<file path="config.mk">
export PLATFORM = sky130hd
export DESIGN_NAME = bram_req_port
export DESIGN_NICKNAME = d
export VERILOG_FILES = /design/src/rtl/bram_req_port.sv
export SDC_FILE = /design/constraint.sdc
export NUM_CORES = 1
export LEC_CHECK = 0
export CAP_MARGIN = 5
export CELL_PAD_IN_SITES_DETAIL_PLACEMENT = 2
export CELL_PAD_IN_SITES_GLOBAL_PLACEMENT = 2
export CORE_ASPECT_RATIO = 0.6
export CORE_MARGIN = 1
export CORE_UTILIZATION = 34
export CTS_BUF_LIST = sky130_fd_sc_hd__clkbuf_8
export DETAILED_ROUTE_END_ITERATION = 8
export GPL_TIMING_DRIVEN = 0
export HOLD_SLACK_MARGIN = 0.08
export MAX_ROUTING_LAYER = met4
export PLACE_DENSITY_LB_ADDON = 0.3
export SLEW_MARGIN = 25
export SYNTH_ARGS = -nofsm -noshare
export SYNTH_HDL_FRONTEND = slang
export SYNTH_SLANG_ARGS = --single-unit
</file>
<file path="constraint.sdc">
create_clock -name clk -period 6.4 [get_ports clk]
set_input_delay 0.64 -clock clk [delete_from_list [all_inputs] [get_ports clk]]
set_output_delay 0.64 -clock clk [all_outputs]
set_load 0.005 [all_outputs]
</file>
<file path="src/rtl/bram_req_port.sv">
// rtl/bram_req_port.sv - valid/ready request port driving a single-port synchronous block RAM
// Optional macro BRAM_REQ_PORT_OREG_EN selects a RAM with an extra output register (read latency 2).
module bram_req_port #(
  parameter int ADDR_WIDTH = 10,
  parameter int DATA_WIDTH = 32,
  parameter int RSP_DEPTH  = 2
) (
  input  logic                  clk,
  input  logic                  rst,
  input  logic                  req_valid,
  output logic                  req_ready,
  input  logic                  req_we,
  input  logic [ADDR_WIDTH-1:0] req_addr,
  input  logic [DATA_WIDTH-1:0] req_wdata,
  output logic                  rsp_valid,
  input  logic                  rsp_ready,
  output logic [DATA_WIDTH-1:0] rsp_rdata,
  output logic                  mem_ce,
  output logic                  mem_we,
  output logic [ADDR_WIDTH-1:0] mem_addr,
  output logic [DATA_WIDTH-1:0] mem_din,
  input  logic [DATA_WIDTH-1:0] mem_dout
);

`ifdef BRAM_REQ_PORT_OREG_EN
  localparam int LAT = 2;
`else
  localparam int LAT = 1;
`endif
  localparam int PW = $clog2(RSP_DEPTH);
  localparam int CW = $clog2(RSP_DEPTH + LAT + 1);

  logic [LAT-1:0]        inflight;
  logic [DATA_WIDTH-1:0] fifo_mem [RSP_DEPTH];
  logic [PW-1:0]         wr_ptr;
  logic [PW-1:0]         rd_ptr;
  logic [CW-1:0]         count;
  logic [CW-1:0]         outstanding;
  logic [ADDR_WIDTH-1:0] addr_q;
  logic [DATA_WIDTH-1:0] din_q;
  logic                  issue;
  logic                  issue_rd;
  logic                  push;
  logic                  pop;
  logic                  rd_credit;

  always_comb begin
    outstanding = count;
    for (int i = 0; i < LAT; i++) begin
      outstanding = outstanding + CW'(inflight[i]);
    end
  end

  // A response leaving the FIFO this cycle frees its slot for a read issued this cycle.
  assign rsp_valid = ~rst & (count != '0);
  assign pop       = rsp_valid & rsp_ready;
  assign rd_credit = (outstanding - CW'(pop)) < CW'(RSP_DEPTH);
  assign req_ready = ~rst & (req_we | rd_credit);
  assign issue     = req_valid & req_ready;
  assign issue_rd  = issue & ~req_we;
  assign push      = inflight[LAT-1];

  assign mem_ce    = issue;
  assign mem_we    = issue & req_we;
  assign mem_addr  = issue ? req_addr : addr_q;
  assign mem_din   = issue ? req_wdata : din_q;
  assign rsp_rdata = fifo_mem[rd_ptr];

  always_ff @(posedge clk) begin
    if (rst) begin
      inflight <= '0;
      wr_ptr   <= '0;
      rd_ptr   <= '0;
      count    <= '0;
      addr_q   <= '0;
      din_q    <= '0;
    end else begin
      inflight[0] <= issue_rd;
      for (int i = 1; i < LAT; i++) begin
        inflight[i] <= inflight[i-1];
      end
      if (issue) begin
        addr_q <= req_addr;
        din_q  <= req_wdata;
      end
      if (push) begin
        wr_ptr <= wr_ptr + PW'(1);
      end
      if (pop) begin
        rd_ptr <= rd_ptr + PW'(1);
      end
      count <= count + CW'(push) - CW'(pop);
    end
  end

  // Storage needs no reset; only pointers and count define its contents.
  always_ff @(posedge clk) begin
    if (!rst && push) begin
      fifo_mem[wr_ptr] <= mem_dout;
    end
  end

endmodule

</file>
==> impl_metrics.tcl <==
set metrics [dict create \
    status "finished clean" \
    final_common_cell "clkdlybuf4s50_1" \
    ant_nets 0 \
    seq_area_frac_synth 0.606 \
    power_leakage_nw 2.52 \
    cp-start-kind "input pin" \
    grt_max_degree 22 \
    syn_inst 314 \
    tns_ps 0 \
    gp_congestion 0.749 \
    ios 157 \
    netSwitchingFraction 0.246 \
    cts_tree "done" \
    h-tree-depth 3 \
    drcViolationCount 0 \
    drive_above_1_share 0.224 \
    fin_crit_sh 0.710 \
    instances_no_fill 683 \
    wl_met2_mm 6.21 \
    antenna_cells 0 \
    cts_hold_buf 0 \
    grt_pass1_wl_mm 19.1 \
    clock_path_buffers 2 \
    ys_warn_count 0 \
    hold_class "reg2reg" \
    p_switching_mw 0.370 \
    fp.coreArea_mm2 0.0137 \
    syn_avg_cell_area_um2 15.1 \
    p_clk_frac 0.271 \
    path_buf_inv 5 \
    worstMarginPinSlew_ps 655 \
    io_buffers 156 \
    synth_cell_types 23 \
    worstSetupPathType "in2out" \
    seqPwrFrac 0.537 \
    cts.sinks 112 \
    power_frac_comb 0.192 \
    crit_family "buffers and inverters" \
    drt_iter0_markers 96 \
    grt_pass1_vias 3483 \
    ys_ff_latch 112 \
    crit_arrival_ps 3900 \
    grt_antenna_before_repair 0 \
    highest_layer "met4" \
    slew_headroom 0.563 \
    finalMaxSlewViolations 0 \
    ir_drop_mv 0.111 \
    synth_nets 395 \
    regArea_mm2 0.00288 \
    finalHoldViolations 0 \
    die_h_um 93.6 \
    fin_area_mm2 0.00681 \
    dpl_cell_area_mm2 0.00663 \
    die-area_mm2 0.0145 \
    final_cell_mix "clkdlybuf4s50_1 (156), mux2_2 (78), edfxtp_1 (64)" \
    post_cts_buffers 0 \
    clk-insertion-delay-late_ps 370 \
    vias_per_cell 4.54 \
    dp_hpwl_mm 9.28 \
    start_util 0.348 \
    power_density_mw_per_mm2 221 \
    vias 3098 \
    detail_route.wl_per_cell_um 17.7 \
    row_count 33 \
    multiInputGateArea_mm2 0.00173 \
    met3WireLength_um 412 \
    numCtsBuffers 9 \
    syn_area_mm2 0.00476 \
    grt-ovfl-total 0 \
    post-place-cells 667 \
    synthToLayoutAreaGrowth_pct 43.2 \
    finalSetupViolations 0 \
    grtUsageTotal 0.182 \
    min_period_ps 4540 \
    rsz0062_at_grt "no" \
    drt_first_pass_iters 4 \
    fin_nets 567 \
    critPathRequiredTime_ps 5760 \
    worstSetupEndpointType "primary output" \
    cpPeakStageDelay_ps 670 \
    wl_met1_mm 5.35 \
    internal_power_mw 1.13 \
    fmax_ghz 0.220 \
    clk_pin_slew_ps 110 \
    finClkSkew_ps 15.4 \
    slowest_stage "clkdlybuf4s50_1" \
    routed_wl_mm 12.1 \
    dieWidth_um 155 \
    cts_resized 0 \
    path_cells "clkdlybuf4s50_1, o21bai_1, nor2_1, ha_1, inv_1, ha_1, xnor3_1, o21ai_2, buf_6, buf_8, mux2_1, clkdlybuf4s50_1" \
    cp_max_fo 10 \
    cts-root-buf "clkbuf_8" \
    fillers 1285 \
    maxCapViolCount 0 \
]
flip-flops by register name (all words and copies together), names as in the netlist, named ones only:
register	cells
rd_ptr	1
inflight	1
wr_ptr	1
addr_q	10
din_q	32
count	2
fifo_mem	64
stage by stage:
step                      setup slack (ps)  power [mW]   util  hold WS [ps]
after floorplan                       2690       0.942      -           480
after global placement                 493        1.10  0.480           495
after detailed placement              1770        1.12  0.485           530
after CTS                             1750        1.53  0.498           546
after global routing                  1650        1.58  0.498           610
final                                 1860        1.50  0.498           551
final timing paths:
check        depth (start not counted)           startpoint                    to  slack (ps)
max                                 12                  rst           mem_addr[5]        1860
min                                  2  rd_ptr$_SDFFE_PP0P_              register         550
max reg2reg                          9  count[0]$_SDFF_PP0_  addr_q[1]$_SDFF_PP0_        3910
min reg2reg                          2  rd_ptr$_SDFFE_PP0P_              register         550
cell usage after synthesis:
master	n	area, µm²
mux2_2	78	878
edfxtp_1	64	1920
dfxtp_1	48	961
nor2b_1	44	275
mux2_1	38	428
clkbuf_1	6	22.5
nor2_1	6	22.5
inv_1	5	18.8
buf_4	4	30.0
buf_8	4	60.1
buf_1	3	11.3
a21oi_1	2	10.0
ha_1	2	25.0
and2_1	1	6.26
and3b_1	1	8.76
buf_6	1	11.3
nor3b_1	1	7.51
o21ai_0	1	5.00
o21ai_2	1	8.76
o21bai_1	1	7.51
or3_1	1	6.26
xnor2_1	1	8.76
xnor3_1	1	22.5
cell type report:
cell class	instances	area share
buffer	18	0.0198
clock buffer	9	0.0182
clock inverter	7	0.00900
inverter	5	0.00276
multi-input combinational	179	0.253
sequential	112	0.423
tap	192	0.0353
timing repair buffer	161	0.238
cells by family after synthesis:
logic type	count (synthesis)	share of synthesized area
compound gates	5	0.00658
fa+ha+maj	2	0.00526
flops	112	0.606
simple gates	54	0.0686
mux	116	0.275
xor+xnor	2	0.00658
buf+inv	23	0.0324
power groups by stage:
stage / clock (mW) / sequential (mW) / combinational (mW)
2_1_floorplan: 0 / 0.818 / 0.124
3_3_place_gp: 0 / 0.821 / 0.280
3_5_place_dp: 0 / 0.823 / 0.292
4_1_cts: 0.426 / 0.807 / 0.295
5_1_grt: 0.455 / 0.811 / 0.311
6_report: 0.408 / 0.806 / 0.289
worst reg2reg max path, delay by kind of cell, from the launching register on:
kind,cells,cell delay (ps)
AOI/OAI and AO/OA,2,560
adders and majority gates,2,420
muxes,1,370
buffers and inverters,2,350
DFF,1,330
xor gates and xnor gates,1,270
and+or+nand+nor,1,90
per-layer routing:
layer,vias to the layer above,global-route usage
li1,1471,-
met1,1545,0.219
met2,71,0.317
met3,11,0.0375
met4,0,0.0404
met5,-,-
(Power assumes the default switching activity.)
